==> config.mk <==
export PLATFORM = sky130hd
export DESIGN_NAME = fifo_sync_param
export DESIGN_NICKNAME = d
export VERILOG_FILES = /design/src/rtl/fifo_sync_param.sv
export SDC_FILE = /design/constraint.sdc
export NUM_CORES = 1
export LEC_CHECK = 0
export ABC_AREA = 1
export ABC_CLOCK_PERIOD_IN_PS = 3200
export BUFFER_PORTS_ARGS = -buffer_cell sky130_fd_sc_hd__buf_2
export CAP_MARGIN = 20
export CORE_MARGIN = 8
export CORE_UTILIZATION = 34
export DETAILED_ROUTE_END_ITERATION = 10
export PLACE_DENSITY = 0.47
export SLEW_MARGIN = 10
export SYNTH_ARGS = -nofsm -noshare
export SYNTH_HDL_FRONTEND = slang
export SYNTH_SLANG_ARGS = --single-unit
==> constraint.sdc <==
create_clock -name clk -period 3.2 [get_ports clk]
set_input_delay 0.16 -clock clk [delete_from_list [all_inputs] [get_ports clk]]
set_output_delay 0.16 -clock clk [all_outputs]
set_load 0.02 [all_outputs]
==> src/rtl/fifo_sync_param.sv <==
// fifo_sync_param: parametrised synchronous FIFO with thresholds, flush and sticky error flags
module fifo_sync_param #(
  parameter int DATA_W    = 8,
  parameter int ADDR_W    = 4,
  parameter int AFULL_TH  = 2**ADDR_W-2,
  parameter int AEMPTY_TH = 2
) (
  input  logic              clk,
  input  logic              rst,
  input  logic              flush,
  input  logic [DATA_W-1:0] din,
  input  logic              write,
  input  logic              read,
  output logic [DATA_W-1:0] dout,
  output logic              read_stb,
  output logic [ADDR_W:0]   count,
  output logic              empty,
  output logic              full,
  output logic              almost_empty,
  output logic              almost_full,
  output logic              overflow,
  output logic              underflow
);
  localparam int CW    = ADDR_W+1;
  localparam int DEPTH = 2**ADDR_W;
  logic [DATA_W-1:0] mem [DEPTH];
  logic [ADDR_W-1:0] head, tail;
  logic              rd_ok, wr_ok;
  assign empty        = count == '0;
  assign full         = count == CW'(DEPTH);
  assign almost_empty = count <= CW'(AEMPTY_TH);
  assign almost_full  = count >= CW'(AFULL_TH);
  assign rd_ok        = read && !empty;
  assign wr_ok        = write && (!full || rd_ok);
  // storage is not reset; a write into a full FIFO with a read reuses the slot being freed
  always_ff @(posedge clk)
    if (rst && !flush && wr_ok) mem[head] <= din;
  // pointers, occupancy, registered read data and sticky error flags
  always_ff @(posedge clk) begin
    if (!rst) begin
      head      <= '0;
      tail      <= '0;
      count     <= '0;
      dout      <= '0;
      read_stb  <= 1'b0;
      overflow  <= 1'b0;
      underflow <= 1'b0;
    end else if (flush) begin
      head      <= '0;
      tail      <= '0;
      count     <= '0;
      read_stb  <= 1'b0;
      overflow  <= 1'b0;
      underflow <= 1'b0;
    end else begin
      if (wr_ok) head <= head + 1'b1;
      if (rd_ok) begin
        tail <= tail + 1'b1;
        dout <= mem[tail];
      end
      read_stb <= rd_ok;
      count    <= count + CW'(wr_ok) - CW'(rd_ok);
      if (write && !wr_ok) overflow <= 1'b1;
      if (read && !rd_ok) underflow <= 1'b1;
    end
  end
endmodule

Word level (Yosys, flattened, before mapping). Memories as Yosys holds them, arrays and structs flattened. A register that Yosys moved wholly into a read port is not among the register bits. Index checks and enable logic that the tools add are counted. W data, S select, Z words.

Bits in registers: 16. Bits in latches: 0. RAM bits: 128. Bits in read-only memories: 0. Input port bits: 13. Output and inout port bits: 20. Logic and storage cells: 34. Memories kept: 1.

Memory list: mem (words 16, width 8, rd ports 1, clocked after memory_dff 1, write ports 1, RTL line 26) `logic [DATA_W-1:0] mem [DEPTH];`.

$add $sub $neg: 4. Multiply operators: 0. Div/mod/pow operators: 0. $lt $le $gt $ge: 2. Eq/ne operators: 1. Shifts and indexed selects: 0. Mux-type cells: 2. Bitwise operators: 2. Reduce and logical (&&, ||, !) cells: 16.

Operators by type and width (number): $add A4 B1 Y4 const B (2); $logic_and A1 B1 Y1 (6); $logic_not A1 Y1 (6); $add A5 B1 Y5 (1); $eq A5 B5 Y1 const B (1); $ge A5 B4 Y1 const B (1); $le A5 B2 Y1 const B (1); $logic_not A5 Y1 (1); $sub A5 B1 Y5 (1); $mux W1 (2); $not A1 Y1 (2); $reduce_and A2 Y1 (1); $reduce_or A2 Y1 (1); $logic_or A1 B1 Y1 (1).

Depth between registers and ports, before layout.
Depth in word-level cells: 8. Gate-level depth with buffers: 15. Gate-level depth less buffers: 15.

Least setup slack after synthesis. No wires, ideal clock.

Kind: reg2reg. Start point: register count[2]. End point: register count[4]. Setup time: 120 ps. Data arrival time: 2514 ps. Slack: 566 ps. Cell stages (with the launch flop): 16. Clock period less this slack: 2634 ps. Cell sequence: dfxtp_1 inv_1 ha_1 nand3_1 nor2_2 nand2_1 nand2_2 inv_1 nand2_1 nand2_1 ha_1 fa_1 a21oi_1 o21bai_1 o21ai_0 a21oi_1.

RTL lines: start, declared (RTL line 16) `output logic [ADDR_W:0] count,`; start signal, assigned (RTL line 62) `count <= count + CW'(wr_ok) - CW'(rd_ok);`; $eq A5 B5 Y1 (RTL line 30) `assign full = count == CW'(DEPTH);`; named net full (RTL line 18) `output logic full,`; $logic_not A1 Y1 (RTL line 34) `assign wr_ok = write && (!full || rd_ok);`; $logic_or A1 B1 Y1 (RTL line 34); $logic_and A1 B1 Y1 (RTL line 34); $add A5 B1 Y5 (RTL line 62); $sub A5 B1 Y5 (RTL line 62).

The timed path passes the listed nets, and every way through them passes these cells. A chain may end at the register's enable or synchronous reset.

Final worst setup path.
Start point: register count[2]. End point: register count[4].

Longest elaborated chain between the ends: 7.

RTL lines: $logic_not A5 Y1 (RTL line 29) `assign empty = count == '0;`; $logic_not A1 Y1 (RTL line 33) `assign rd_ok = read && !empty;`; $logic_and A1 B1 Y1 (RTL line 33); $logic_or A1 B1 Y1 (RTL line 34); $logic_and A1 B1 Y1 (RTL line 34); $add A5 B1 Y5 (RTL line 62); $sub A5 B1 Y5 (*) (RTL line 62).

Mark *: on every way between the ends. The rest lies on a longest branch, timed or not.

==> flow_metrics.env <==
export IMPL_nFillCells=1926
export IMPL_grt_usage_pct=14.6
export IMPL_port_buffer_count=32
export IMPL_p_leak_nw=3.21
export IMPL_ctsResizeCount=0
export IMPL_setup_ws_ns=0.591
export IMPL_synth_largest_area_cell="edfxtp_1"
export IMPL_cts_clk_slew_worst_paths_ns=0.06
export IMPL_die_y_um=157
export IMPL_critical_path_top_delay_family="adder cells"
export IMPL_viasPerCell=4.58
export IMPL_synthAdderAreaFrac_pct=2.89
export IMPL_fin_crit_sh_pct=81.5
export IMPL_crit_arrival_ns=2.91
export IMPL_drive_above_1_share_pct=11.7
export IMPL_synth_simple_gate_area_share_pct=21.9
export IMPL_fin_cells=976
export IMPL_setup_viol=0
export IMPL_fin_crit_ns=2.61
export IMPL_rr_worst_depth=15
export IMPL_final_hold_viol_count=0
export IMPL_worstPathCellList="inv_1, ha_1, nand3_1, nor2_2, nand2_1, nand2_2, inv_1, nand2_1, nand2_1, ha_1, fa_1, a21oi_1, o21bai_1, o21ai_0, a21oi_1"
export IMPL_slew_violations=0
export IMPL_routedWlPerCell_um=17.2
export IMPL_multiInputGateArea_mm2=0.00188
export IMPL_yosysMostFrequentCell="nand2_1"
export IMPL_design_core_area_mm2=0.0195
export IMPL_clock_latency_ns=0.42
export IMPL_fin_nets=726
export IMPL_die_w_um=157
export IMPL_yosys_warnings=0
export IMPL_startpoint="count[2]$_SDFF_PP0_"
export IMPL_grt_overflow=0
export IMPL_powerDensity_mw_per_mm2=625
export IMPL_slew_limit_headroom_pct=51.8
export IMPL_grt_pass1_wl_um=26500
export IMPL_ys_flop_type="edfxtp_1"
export IMPL_startpoint_type="flip-flop"
export IMPL_r2r_start="count[2]$_SDFF_PP0_"
export IMPL_ys_ff_latch=152
export IMPL_finalPower_w=0.00481
export IMPL_grt_pass1_vias=4554
export IMPL_crit_type="reg -> reg"
export IMPL_cpMostUsedCell="nand2_1"
export IMPL_min_delay_start="write"
export IMPL_rows=51
export IMPL_grt_max_degree=69
export IMPL_num_vias=4472
export IMPL_max_freq_mhz=383
export IMPL_cts_buffer_depth=2
export IMPL_drv_cap=0
export IMPL_dp_cells=944
export IMPL_synthesis_nets=701
export IMPL_initialDrtViolationCount=404
export IMPL_initial_core_util_pct=34.7
export IMPL_fin_worst_skew_ns=0.00911
export IMPL_path_max_fanout=7
export IMPL_drc=0
export IMPL_yosys_top_cells_area="edfxtp_1 57%, nand2_1 12%, nand3_1 7.2%, dfxtp_1 7.1%, inv_1 5.1%"
export IMPL_postSynthAreaPerCell_um2=10.0
export IMPL_cp_depth=15
export IMPL_postRouteAntennaNets=0
export IMPL_dpl_hpwl_um=11000
export IMPL_gp_congestion=0.829
export IMPL_critPathBufInv=2
export IMPL_slowest_stage="fa_1"
export IMPL_yosysTopAreaCellShare_pct=56.9
export IMPL_synth_area_mm2=0.00676
export IMPL_ys_types=27
export IMPL_max_vdd_ir_drop_mv=0.439
export IMPL_hold_class="in -> reg"
export IMPL_dr_pass1_iters=5
export IMPL_drt_wl_total_um=16800
export IMPL_synthXorXnorAreaFrac_pct=0.389
export IMPL_synth_top_family_by_area="simple AND/OR/NAND/NOR gates"
export IMPL_whs_path_depth=3
export IMPL_synth_mux_area_share_pct=0
export IMPL_required_ns=3.50
export IMPL_antennaDiodeCount=0
export IMPL_cts_root_buf="clkbuf_16"
export IMPL_yosysSeqAreaShare_pct=64.0
export IMPL_rsz0062_at_grt="false"
export IMPL_async_reset_ff_share_pct=0
export IMPL_worstMarginPinSlew_ns=0.720
export IMPL_cts_buffers=17
export IMPL_synth_compound_area_share_pct=2.69
export IMPL_seq_area_mm2=0.00433
export IMPL_pre_cts_slack_ns=0.576
export IMPL_synth_top_cells_by_count="216 x nand2_1, 128 x edfxtp_1, 97 x nand3_1"
export IMPL_hold_buffers=0
export IMPL_cts_setup_buffers=0
export IMPL_clkSinkCount=152
export IMPL_status="finished clean"
export IMPL_pin_count=33
export IMPL_crit_path_end_kind="flip-flop"
export IMPL_die_area_mm2=0.0246
export IMPL_finalSetupTns_ns=0
export IMPL_htree_levels=4
export IMPL_synth_edff_count=128
export IMPL_cts_tree="done"
export IMPL_postSynthCellCount=673
export IMPL_syn_to_final_growth_pct=14.1
export IMPL_critPathMaxStageDelay_ns=0.42
export IMPL_grt_antenna_before_repair=0
## cell families (layout without fill, tap and decap cells)
family / count (synthesis) / in the layout
adder cells (fa/ha/maj): 15 / 15
flip-flops: 152 / 152
XOR/XNOR: 3 / 3
AND/OR/NAND/NOR: 347 / 347
buffers and inverters: 125 / 163
AO/OA/AOI/OAI: 31 / 31
## where the power goes
part	switching (W)	internal, W
Combinational	0.000384	0.000155
Sequential	0.0000182	0.00218
Clock	0.000816	0.00126
Total	0.00122	0.00360
## metal layers
layer,up-vias,part of all wire (%),GRT usage [%],wire (µm)
li1,2233,-,-,-
met1,2123,48,20.5,8030
met2,101,46,22.4,7800
met3,15,4.1,2.58,695
met4,0,1.7,5.22,292
met5,-,0,0,0
## path summary, 6_finish.rpt
kind	to	slack, ns
worst min-delay path	overflow$_SDFFE_PP0P_	0.05
worst max register to register	count[4]$_SDFF_PP0_	0.59
worst min register to register	underflow$_SDFFE_PP0P_	0.46
worst max-delay path	count[4]$_SDFF_PP0_	0.59
## layout by cell type (no fill, tap or decap), types with 8 or more instances in the layout
master       n
nand2_1    216
edfxtp_1   128
nand3_1     97
inv_1       91
buf_2       32
nor2_1      23
dfxtp_1     23
clkbuf_16   20
ha_1        14
a21oi_1     12
o21a_1       9
o21ai_0      8
## worst register-to-register path, delay by kind of cell, from the launching register on
family | cells | cell delay [ns]
buffers and inverters | 2 | 0.26
AO/OA/AOI/OAI | 4 | 0.43
adder cells (fa/ha/maj) | 3 | 0.87
AND/OR/NAND/NOR | 6 | 0.60
flip-flops | 1 | 0.33
## final cells by class
| class | count | area share [%] |
|---|---|---|
| Tap cell | 265 | 4.30 |
| Clock buffer | 22 | 6.85 |
| Multi-Input combinational cell | 396 | 24.4 |
| Sequential cell | 152 | 56.1 |
| Clock inverter | 10 | 1.28 |
| Timing Repair Buffer | 34 | 2.27 |
| Inverter | 97 | 4.76 |
## registers in the layout, indices dropped and copies added, names as in the netlist
register / cells
count: 5
dout: 8
head: 4
mem: 128
overflow: 1
read_stb: 1
tail: 4
underflow: 1
## metrics by stage
stage	hold WS, ns	instance area [µm²]	util (%)
floorplan	0.259	6760	-
global placement	0.451	7080	36.4
detailed placement	0.448	7080	36.4
CTS	0.0433	7700	39.6
global route	0.0707	7700	39.6
finish	0.0527	7700	39.6
Power figures use the tool's default switching activity.
